===== src/rtl/sha3_pkg.sv =====
// Shared constants and types for the SHA-3 padding front end.
// Holds Keccak geometry, the SHA3-2xx/3xx/5xx rates, padding bytes,
// the padding FSM state type and a byte-count helper.
package sha3_pkg;

    localparam int unsigned STATE_SIZE    = 1600;
    localparam int unsigned Z_WIDTH       = 64;

    localparam int unsigned RATE_SHA3_224 = 1152;
    localparam int unsigned RATE_SHA3_256 = 1088;
    localparam int unsigned RATE_SHA3_384 = 832;
    localparam int unsigned RATE_SHA3_512 = 576;

    localparam logic [7:0] SHA3_DOMAIN_BYTE = 8'h06;
    localparam logic [7:0] SHA3_FINAL_BYTE  = 8'h80;

    typedef enum logic [1:0] {
        S_FILL = 2'd0,
        S_PAD  = 2'd1,
        S_SEND = 2'd2
    } pad_state_t;

    // Valid leading bytes of an input word: non-last words are always full,
    // out-of-range counts saturate at a full word.
    function automatic logic [3:0] eff_nbytes(input logic [3:0] nbytes, input logic last);
        if (!last || (nbytes > 4'd8)) begin
            return 4'd8;
        end
        return nbytes;
    endfunction

endpackage


===== src/rtl/sha3_padding_unit_if.sv =====
// Message-in / block-out bundle of the padding unit.
// master: message producer and permutation side (testbench or system).
// slave : the padding unit itself.
interface sha3_padding_unit_if
    import sha3_pkg::*;
#(
    parameter int unsigned R_BLOCK_SIZE = RATE_SHA3_224
);
    logic [Z_WIDTH-1:0]      DATA_IN;
    logic                    DATA_VALID;
    logic                    DATA_LAST;
    logic [3:0]              DATA_NBYTES;
    logic                    DATA_READY;
    logic                    PERM_READY;
    logic [R_BLOCK_SIZE-1:0] OUT;
    logic                    VALID_MESSAGE_FROM_PADDING;
    logic                    LAST_MESSAGE_FROM_PADDING;

    modport master (
        output DATA_IN, DATA_VALID, DATA_LAST, DATA_NBYTES, PERM_READY,
        input  DATA_READY, OUT, VALID_MESSAGE_FROM_PADDING, LAST_MESSAGE_FROM_PADDING
    );

    modport slave (
        input  DATA_IN, DATA_VALID, DATA_LAST, DATA_NBYTES, PERM_READY,
        output DATA_READY, OUT, VALID_MESSAGE_FROM_PADDING, LAST_MESSAGE_FROM_PADDING
    );
endinterface


===== src/rtl/sha3_pad_inserter.sv =====
// Combinational SHA-3 pad insertion on one rate block.
// i_block : block with message bytes, unused bytes zero.
// i_nbytes: number of message bytes in the block (index of the domain byte).
// o_block : block with 0x06 XOR'd at byte i_nbytes and 0x80 OR'd into the last byte.
module sha3_pad_inserter
    import sha3_pkg::*;
#(
    parameter int unsigned R_BLOCK_SIZE = RATE_SHA3_224,
    parameter int unsigned BCNT_W       = 8
) (
    input  logic [R_BLOCK_SIZE-1:0] i_block,
    input  logic [BCNT_W-1:0]       i_nbytes,
    output logic [R_BLOCK_SIZE-1:0] o_block
);
    localparam int unsigned BYTES = R_BLOCK_SIZE / 8;

    // XOR-then-OR makes the single-byte case (domain byte == last byte) 0x86.
    always_comb begin
        o_block = i_block;
        for (int unsigned k = 0; k < BYTES; k++) begin
            if (i_nbytes == BCNT_W'(k)) begin
                o_block[8*k +: 8] = o_block[8*k +: 8] ^ SHA3_DOMAIN_BYTE;
            end
        end
        o_block[R_BLOCK_SIZE-1 -: 8] = o_block[R_BLOCK_SIZE-1 -: 8] | SHA3_FINAL_BYTE;
    end
endmodule


===== src/rtl/sha3_padding_unit.sv =====
// SHA-3 padding unit: packs 64-bit message words into rate blocks, pads the
// final block and hands blocks to the permutation with a one-cycle strobe.
// CLK : rising-edge clock.
// RST : synchronous active-high reset.
// CE  : clock enable; freezes all state and handshakes when low.
// bus : slave side of sha3_padding_unit_if (word stream in, block out).
// Byte k of a word/block sits at bits [8k+7:8k]; byte 0 is first in message order.
module sha3_padding_unit
    import sha3_pkg::*;
#(
    parameter int unsigned R_BLOCK_SIZE = RATE_SHA3_224
) (
    input  logic                CLK,
    input  logic                RST,
    input  logic                CE,
    sha3_padding_unit_if.slave  bus
);
    localparam int unsigned WORDS  = R_BLOCK_SIZE / Z_WIDTH;
    localparam int unsigned BYTES  = R_BLOCK_SIZE / 8;
    localparam int unsigned CNT_W  = $clog2(WORDS + 1);
    localparam int unsigned BCNT_W = $clog2(BYTES + 1);

    pad_state_t              r_state, w_state_n;
    logic [CNT_W-1:0]        r_wcnt, w_wcnt_n;
    logic [BCNT_W-1:0]       r_bcnt, w_bcnt_n;
    logic [R_BLOCK_SIZE-1:0] r_buf, w_buf_n, w_padded;
    logic                    r_pad_pending, w_pad_pending_n;
    logic                    r_last_flag, w_last_flag_n;
    logic                    w_ready, w_xfer, w_strobe;
    logic [3:0]              w_nb;
    logic [Z_WIDTH-1:0]      w_word;
    logic [BCNT_W-1:0]       w_total;

    assign w_ready  = CE & ~RST & (r_state == S_FILL);
    assign w_xfer   = w_ready & bus.DATA_VALID;
    assign w_strobe = CE & ~RST & (r_state == S_SEND) & bus.PERM_READY;
    assign w_nb     = eff_nbytes(bus.DATA_NBYTES, bus.DATA_LAST);
    // Message bytes in the block once the current word is written.
    assign w_total  = BCNT_W'({r_wcnt, 3'b000}) + BCNT_W'(w_nb);

    // Zero the trailing invalid bytes of a final word.
    always_comb begin
        w_word = '0;
        for (int unsigned i = 0; i < 8; i++) begin
            if (4'(i) < w_nb) begin
                w_word[8*i +: 8] = bus.DATA_IN[8*i +: 8];
            end
        end
    end

    sha3_pad_inserter #(
        .R_BLOCK_SIZE (R_BLOCK_SIZE),
        .BCNT_W       (BCNT_W)
    ) u_pad_inserter (
        .i_block  (r_buf),
        .i_nbytes (r_bcnt),
        .o_block  (w_padded)
    );

    // Next-state logic.
    always_comb begin
        w_state_n       = r_state;
        w_wcnt_n        = r_wcnt;
        w_bcnt_n        = r_bcnt;
        w_buf_n         = r_buf;
        w_pad_pending_n = r_pad_pending;
        w_last_flag_n   = r_last_flag;
        unique case (r_state)
            S_FILL: begin
                if (w_xfer) begin
                    for (int unsigned w = 0; w < WORDS; w++) begin
                        if (r_wcnt == CNT_W'(w)) begin
                            w_buf_n[Z_WIDTH*w +: Z_WIDTH] = w_word;
                        end
                    end
                    w_wcnt_n = r_wcnt + CNT_W'(1);
                    if (bus.DATA_LAST) begin
                        if (w_total == BCNT_W'(BYTES)) begin
                            // Message ends on a block boundary: pad goes in a block of its own.
                            w_state_n       = S_SEND;
                            w_last_flag_n   = 1'b0;
                            w_pad_pending_n = 1'b1;
                        end else begin
                            w_state_n = S_PAD;
                            w_bcnt_n  = w_total;
                        end
                    end else if (r_wcnt == CNT_W'(WORDS - 1)) begin
                        w_state_n     = S_SEND;
                        w_last_flag_n = 1'b0;
                    end
                end
            end
            S_PAD: begin
                w_buf_n       = w_padded;
                w_last_flag_n = 1'b1;
                w_state_n     = S_SEND;
            end
            S_SEND: begin
                if (bus.PERM_READY) begin
                    w_buf_n  = '0;
                    w_wcnt_n = '0;
                    w_bcnt_n = '0;
                    if (r_pad_pending) begin
                        w_pad_pending_n = 1'b0;
                        w_state_n       = S_PAD;
                    end else begin
                        w_state_n = S_FILL;
                    end
                end
            end
            default: w_state_n = S_FILL;
        endcase
    end

    // State register; CE freezes everything, reset overrides CE.
    always_ff @(posedge CLK) begin
        if (RST) begin
            r_state       <= S_FILL;
            r_wcnt        <= '0;
            r_bcnt        <= '0;
            r_buf         <= '0;
            r_pad_pending <= 1'b0;
            r_last_flag   <= 1'b0;
        end else if (CE) begin
            r_state       <= w_state_n;
            r_wcnt        <= w_wcnt_n;
            r_bcnt        <= w_bcnt_n;
            r_buf         <= w_buf_n;
            r_pad_pending <= w_pad_pending_n;
            r_last_flag   <= w_last_flag_n;
        end
    end

    assign bus.DATA_READY                 = w_ready;
    assign bus.OUT                        = RST ? '0 : r_buf;
    assign bus.VALID_MESSAGE_FROM_PADDING = w_strobe;
    assign bus.LAST_MESSAGE_FROM_PADDING  = w_strobe & r_last_flag;

endmodule


===== src/flat_wrapper.sv =====
// flat-port wrapper written by rule: the top's interface ports become plain ports
module sha3_padding_unit_flat import sha3_pkg::*;
#(
    parameter int unsigned R_BLOCK_SIZE = RATE_SHA3_224
)
  (CLK, RST, CE, bus_DATA_IN, bus_DATA_VALID, bus_DATA_LAST, bus_DATA_NBYTES, bus_PERM_READY, bus_DATA_READY, bus_OUT, bus_VALID_MESSAGE_FROM_PADDING, bus_LAST_MESSAGE_FROM_PADDING);
  sha3_padding_unit_if #(.R_BLOCK_SIZE(R_BLOCK_SIZE)) bus_i ();
  input  logic CLK;
  input  logic RST;
  input  logic CE;
  input wire logic [$bits(bus_i.DATA_IN)-1:0] bus_DATA_IN;
  input wire logic [$bits(bus_i.DATA_VALID)-1:0] bus_DATA_VALID;
  input wire logic [$bits(bus_i.DATA_LAST)-1:0] bus_DATA_LAST;
  input wire logic [$bits(bus_i.DATA_NBYTES)-1:0] bus_DATA_NBYTES;
  input wire logic [$bits(bus_i.PERM_READY)-1:0] bus_PERM_READY;
  output wire logic [$bits(bus_i.DATA_READY)-1:0] bus_DATA_READY;
  output wire logic [$bits(bus_i.OUT)-1:0] bus_OUT;
  output wire logic [$bits(bus_i.VALID_MESSAGE_FROM_PADDING)-1:0] bus_VALID_MESSAGE_FROM_PADDING;
  output wire logic [$bits(bus_i.LAST_MESSAGE_FROM_PADDING)-1:0] bus_LAST_MESSAGE_FROM_PADDING;
  assign bus_i.DATA_IN = bus_DATA_IN;
  assign bus_i.DATA_VALID = bus_DATA_VALID;
  assign bus_i.DATA_LAST = bus_DATA_LAST;
  assign bus_i.DATA_NBYTES = bus_DATA_NBYTES;
  assign bus_i.PERM_READY = bus_PERM_READY;
  assign bus_DATA_READY = bus_i.DATA_READY;
  assign bus_OUT = bus_i.OUT;
  assign bus_VALID_MESSAGE_FROM_PADDING = bus_i.VALID_MESSAGE_FROM_PADDING;
  assign bus_LAST_MESSAGE_FROM_PADDING = bus_i.LAST_MESSAGE_FROM_PADDING;
  sha3_padding_unit #(.R_BLOCK_SIZE(R_BLOCK_SIZE)) u_core (.CLK(CLK), .RST(RST), .CE(CE), .bus(bus_i));
endmodule

===== config.mk =====
export PLATFORM = sky130hd
export DESIGN_NAME = sha3_padding_unit_flat
export DESIGN_NICKNAME = d
export VERILOG_FILES = /design/src/rtl/sha3_pkg.sv /design/src/rtl/sha3_padding_unit_if.sv /design/src/rtl/sha3_pad_inserter.sv /design/src/rtl/sha3_padding_unit.sv /design/src/flat_wrapper.sv
export SDC_FILE = /design/constraint.sdc
export NUM_CORES = 2
export LEC_CHECK = 0
export BUFFER_PORTS_ARGS = -buffer_cell sky130_fd_sc_hd__buf_2
export CORE_MARGIN = 5
export CORE_UTILIZATION = 30
export DETAILED_ROUTE_END_ITERATION = 7
export PLACE_DENSITY = 0.46
export SLEW_MARGIN = 20
export SYNTH_ARGS = -nofsm -noshare
export SYNTH_HDL_FRONTEND = slang
export SYNTH_HIERARCHICAL = 1
export SYNTH_SLANG_ARGS = --single-unit
export TNS_END_PERCENT = 30

===== constraint.sdc =====
create_clock -name CLK -period 2.5 [get_ports CLK]
set_input_delay 0.125 -clock CLK [delete_from_list [all_inputs] [get_ports CLK]]
set_output_delay 0.125 -clock CLK [all_outputs]
set_load 0.005 [all_outputs]

==> Word level (Yosys, flattened, before mapping) <==
Index checks and enable logic that the tools add are counted.
{ "classes": {"add_sub_neg": 2, "magnitude_cmp": 9, "eq_ne": 332, "n_mux": 202, "bitwise": 152, "n_reduce_logical": 176} }
{ "op_table": {"columns": ["op", "count"], "rows": [
  ["two-way mux 1152 bit", 3],
  ["one-hot mux 1152 bit (3 select lines)", 1],
  ["two-way mux 64 bit", 18],
  ["AND reduction 6 bit", 164],
  ["equality test 8 x 7 -> 1 bit, second input constant", 64],
  ["two-way mux 3 bit", 144],
  ["!= test 2 bit, second input constant", 166],
  ["inverter 2 bit", 144],
  ["equality test 8 x 6 -> 1 bit, second input constant", 32],
  ["equality test 8 bit, second input constant", 17],
  ["equality test 8 x 5 -> 1 bit, second input constant", 16],
  ["two-way mux 8 bit", 12],
  ["equality test 8 x 4 -> 1 bit, second input constant", 8],
  ["equality test 5 x 4 -> 1 bit, second input constant", 8],
  ["equality test 8 x 3 -> 1 bit, second input constant", 4],
  ["equality test 5 x 3 -> 1 bit, second input constant", 4],
  ["equality test 8 x 2 -> 1 bit, second input constant", 2],
  ["less-than comparator 3 x 4 -> 1 bit, first input constant", 4],
  ["one-hot mux 8 bit (2 select lines)", 1],
  ["equality test 5 x 2 -> 1 bit, second input constant", 2],
  ["equality test 5 bit, second input constant", 2],
  ["two-way mux 1 bit", 10],
  ["two-way mux 2 bit", 5],
  ["two-way mux 5 bit", 2],
  ["26 further kinds", 40]
]} }
{ "totals": {"ff_bits": 1169, "inputBits": 74, "out_inout_bits": 1155, "elab_cells": 1041} }

==> Depth between registers and ports, before layout <==
{ "depth": {"depth_word": 10, "mapped_depth": 10, "ltp_nobuf": 10} }

==> Cells and area by module <==
The synthesis kept the hierarchy.
{ "by_module_without_submodules": {"columns": ["module", "n_inst", "cells_each", "area_per_inst_um2", "seq_area_each_um2"], "rows": [
  ["sha3_padding_unit", 1, 6733, 55020.3, 23402.4],
  ["sha3_pad_inserter", 1, 1354, 10092.2, 0.0]
]} }

==> Worst setup path after synthesis <==
Ideal clock, no wire load.
{ "synth_timing": {"path_type": "reg-to-reg", "from": "reg u_core.r_state[0]", "to": "reg u_core.r_buf[825]", "setup_ns": 0.086, "arrival_time_ns": 1.943, "required_ns": 2.414, "path_slack_ns": 0.471, "stages_incl_launch_ff": 9, "n_path_buf": 3, "period_less_slack_ns": 2.029, "path_cell_list": "dfxtp_1 inv_1 ha_1 buf_2 buf_2 nor3b_2 buf_2 a21oi_1 a211oi_1"} }
{ "synth_via": {"elab_chain_len": 5, "elab_cells_between_ends": 12, "cone_classes": "eq/ne: 6; mux: 1; bitwise: 2; reduce/logical: 3"} }
{ "synth_lines": {"columns": ["element", "line", "text"], "rows": [
  ["from (decl)", "sha3_padding_unit.sv:23", "pad_state_t r_state, w_state_n;"],
  ["from (signal assigned)", "sha3_padding_unit.sv:125", "r_state <= w_state_n;"],
  ["logical NOT 2 bit", "sha3_padding_unit.sv:34, sha3_padding_unit.sv:68", null],
  ["bitwise AND 1 bit", "sha3_padding_unit.sv:34", "assign w_ready = CE & ~RST & (r_state == S_FILL);"],
  ["bitwise AND 1 bit", "sha3_padding_unit.sv:35", "assign w_xfer = w_ready & bus.DATA_VALID;"],
  ["!= test 2 x 1 -> 1 bit (no line)", null, null],
  ["AND reduction 6 bit (no line)", null, null],
  ["to (signal assigned)", "sha3_padding_unit.sv:128", "r_buf <= w_buf_n;"],
  ["to (decl)", "sha3_padding_unit.sv:26", "logic [R_BLOCK_SIZE-1:0] r_buf, w_buf_n, w_padded;"]
]} }
Parallel ways exist; a longest one is shown, timed or not.
A chain may end at the register's enable or synchronous reset.

==> Worst setup path after layout <==
{ "layout_timing": {"from": "in bus_DATA_LAST", "to": "reg u_core.r_state[0]"} }
{ "layout_via": {"elab_chain_len": 10, "elab_cells_between_ends": 12, "cone_classes": "add/sub: 1; eq/ne: 2; mux: 6; reduce/logical: 3"} }
{ "layout_lines": {"columns": ["element", "line", "text"], "rows": [
  ["from (decl)", "flat_wrapper.sv:13", "input wire logic [$bits(bus_i.DATA_LAST)-1:0] bus_DATA_LAST;"],
  ["logical NOT 1 bit", "sha3_pkg.sv:26", "if (!last || (nbytes > 4'd8)) begin"],
  ["logical OR 1 bit", "sha3_pkg.sv:26", null],
  ["two-way mux 1 bit", "sha3_pkg.sv:26", null],
  ["two-way mux 4 bit", "sha3_pkg.sv:29", "return nbytes;"],
  ["adder 8 x 4 -> 8 bit", "sha3_padding_unit.sv:39", "assign w_total = BCNT_W'({r_wcnt, 3'b000}) + BCNT_W'(w_nb);"],
  ["equality test 8 bit", "sha3_padding_unit.sv:78", "if (w_total == BCNT_W'(BYTES)) begin"],
  ["two-way mux 2 bit", "sha3_padding_unit.sv:78", null],
  ["two-way mux 2 bit", "sha3_padding_unit.sv:77", "if (bus.DATA_LAST) begin"],
  ["two-way mux 2 bit", "sha3_padding_unit.sv:70", "if (w_xfer) begin"],
  ["one-hot mux 2 bit (3 select lines)", "sha3_padding_unit.sv:68", "unique case (r_state)"]
]} }
Parallel ways exist; a longest one is shown, timed or not. The select of a mux whose other input is x is not followed.

==> results.cfg <==
[pwr]
p_leak_nw = 32.6
power_density_nw_per_um2 = 623
max-vdd-ir-drop_mv = 0.646

[finish]
multiInputGateArea_um2 = 32500
final_nets = 8345
drive_gt1_frac = 0.229
fin_util = 0.350
final_common_cell = buf_2
nFillCells = 22400
mostFrequentLayoutCells = buf_2 (1227), dfxtp_1 (1168), nor2b_1 (1160), nand2_1 (982), a31oi_1 (745)
finalNonFillerCells = 11200
seq_area_um2 = 23400
area_growth_pct = 16.4
stdcell_area_um2 = 75800

[setup_path]
critical-path-max-stage-delay_ps = 630
arrival_ps = 3050
endpoint_kind = flip-flop
r2r_end = u_core/r_buf[927]
crit_end = u_core/r_state[0]
crit_start = bus_DATA_LAST
worstPathRequired_ps = 3160
r2r-start = u_core/r_state[0]
worstSetupStartpointType = primary input
crit_path_cell_trace = dlygate4sd3_1 -> buf_2 -> inv_2 -> nor2_2 -> inv_2 -> ha_1 -> ha_1 -> xnor2_1 -> o2111a_1 -> o21ai_2 -> nand4_1 -> dlygate4sd3_1 -> a31oi_1
rrSetupSlack_ps = 140
path_class = in -> reg
worst_path_max_delay_cell = dlygate4sd3_1
crit_fanout = 6
reg2regPathDepth = 10

[sta]
finalCritPeriodShare = 0.958
worst_slack_ps = 106
fin_crit_ps = 2390
rsz0062_at_grt = yes
whs_ps = 71.2
setup_viol = 0
fin_skew_ps = 41.9
hold_viol = 0
max_freq_mhz = 418
tightest_slew_ps = 955
slew_headroom = 0.363
slew_viol_final = 0

[global_routing]
grt_pass1_wl_um = 422000
gr-usage-met3 = 0.0492
antenna_found_initial = 37
grt_max_degree = 198
busiest_layer = met2
grtUsageMet1 = 0.344
grtUsageTotal = 0.260
overflow = 0
grt_pass1_vias = 53600
use_met2 = 0.416

[synth]
synthFlopType = dfxtp_1
synth_seq_area_share = 0.359
synth_edf_count = 0
postSynthAreaPerCell_um2 = 8.05
syn-cell-area_um2 = 65100
postSynthNetCount = 8172
syn_inst = 8087
ys_ff_latch = 1169
async_flop_share = 0
ys_warn_count = 6
synth.distinct_cells = 61

[clock_network]
cts-root-buf = clkbuf_16
cts_tree = built
clock-sinks = 1169
cts_max_level = 4
clock_path_buffers = 3
cts_buffers = 146
clkLatencyLatePin_ps = 810
path_clk_slew_ps = 60

[place]
place_area_um2 = 69800
place_congestion = 0.856
dp.cells = 10900
dpl.hpwl_um = 219000
port_buffers = 1228
pre_cts_slack_ps = -44.2

[job]
maxCapViolCount = 0

[floorplan]
rows = 171
start_util = 0.301
die_w_um = 476
top_level_ports = 1229
fp.coreArea_um2 = 217000
die-area_um2 = 226000
die_h_um = 476

[route]
wire_per_inst_um = 28.0
drtPass1Iterations = 8
drc = 11
ant_nets = 0
wirelength_um = 315000
num_vias = 58900
viasPerCell = 5.24
drt_iter0_drc = 5742

[run_status]
status = finished, violations left
violations = DRC

[worst_hold_path]
hp-class = in -> reg
-- worst min path at each step --
stage                        from                end  slack (ps)  cells after the start
2_1_floorplan  bus_DATA_NBYTES[2]   u_core/r_bcnt[2]         260                      2
3_3_place_gp      bus_DATA_IN[40]  u_core/r_buf[104]         440                      3
3_5_place_dp      bus_DATA_IN[40]  u_core/r_buf[104]         440                      3
4_1_cts                       RST  u_core/r_buf[924]         0.9                      3
5_1_grt           bus_DATA_IN[61]  u_core/r_buf[189]          30                      5
6_report          bus_DATA_IN[61]  u_core/r_buf[189]          70                      5
-- power breakdown --
group / switching, mW / leakage (nW) / internal (mW)
Clock: 9.27 / 2.38 / 12.6
Sequential: 0.393 / 9.44 / 19.1
Combinational: 3.94 / 20.8 / 1.87
-- cell type report --
cell class,count,area share
multi-input cells,5301,0.429
clock buffers,215,0.0568
clock inverters,45,0.00753
flip-flops and latches,1169,0.309
inverters,14,0.000694
repair buffers,1628,0.150
diodes,18,0.000595
well taps,2854,0.0471
-- cells by family after synthesis --
logic type	share of synthesized area
AO/OA/AOI/OAI	0.235
XOR/XNOR	0.0393
adder cells (fa/ha/maj)	0.00211
buffers and inverters	0.150
flip-flops	0.359
multiplexers	0.00192
other	0.0000576
AND/OR/NAND/NOR	0.212
-- per-stage QoR --
stage | total power, mW | setup TNS (ps)
final | 47.2 | 0
after global routing | 48.7 | -7.22
after CTS | 47.6 | 0
after detailed placement | 25.5 | -57.4
after global placement | 25.5 | -58.5
after floorplan | 22.8 | 0
-- sequential cells by signal, summed over array words and instances (netlist names) --
name	count
u_core/r_buf	1152
u_core/r_bcnt	8
u_core/r_pad_pending	1
u_core/r_wcnt	5
u_core/r_state	2
u_core/r_last_flag	1
-- critical path: cells and delay by family --
kind            cells  cell delay [ps]
xor+xnor            1              200
buf+inv             5             1570
fa+ha+maj           2              440
compound gates      3              470
simple gates        2              230
-- cells in the mapped netlist (10+ instances only) --
library cell | number | share of area
a211oi_1 | 283 | 0.033
xnor2_1 | 200 | 0.027
nand3_1 | 10 | 0.00077
ha_1 | 11 | 0.0021
buf_1 | 11 | 0.00063
nand2_1 | 1014 | 0.058
nor2_1 | 465 | 0.027
nand2b_1 | 12 | 0.0012
nor2b_1 | 1161 | 0.11
a21oi_2 | 15 | 0.0020
buf_2 | 258 | 0.020
buf_4 | 895 | 0.10
xor2_1 | 92 | 0.012
inv_1 | 11 | 0.00063
nand2_2 | 16 | 0.0015
o21bai_1 | 744 | 0.086
a21oi_1 | 302 | 0.023
dfxtp_1 | 1169 | 0.36
nor3b_2 | 16 | 0.0031
a311oi_1 | 122 | 0.016
clkbuf_1 | 438 | 0.025
a31oi_1 | 745 | 0.072
-- timing repair --
action,4_1_cts,5_1_grt
gates resized for setup,4,13
hold buffers,76,0
hold endpoints to repair,813,0
pin swaps,1,1
setup buffers,0,8
setup endpoints to repair,3,243
cloned,0,5
-- routing by layer --
layer | up-vias | wire [um] | share of wire
li1 | 27100 | - | -
met1 | 28800 | 135000 | 0.43
met2 | 2550 | 142000 | 0.45
met3 | 477 | 22500 | 0.071
met4 | 8 | 15000 | 0.047
met5 | - | 57 | 0.00018
(Power assumes the default switching activity.)
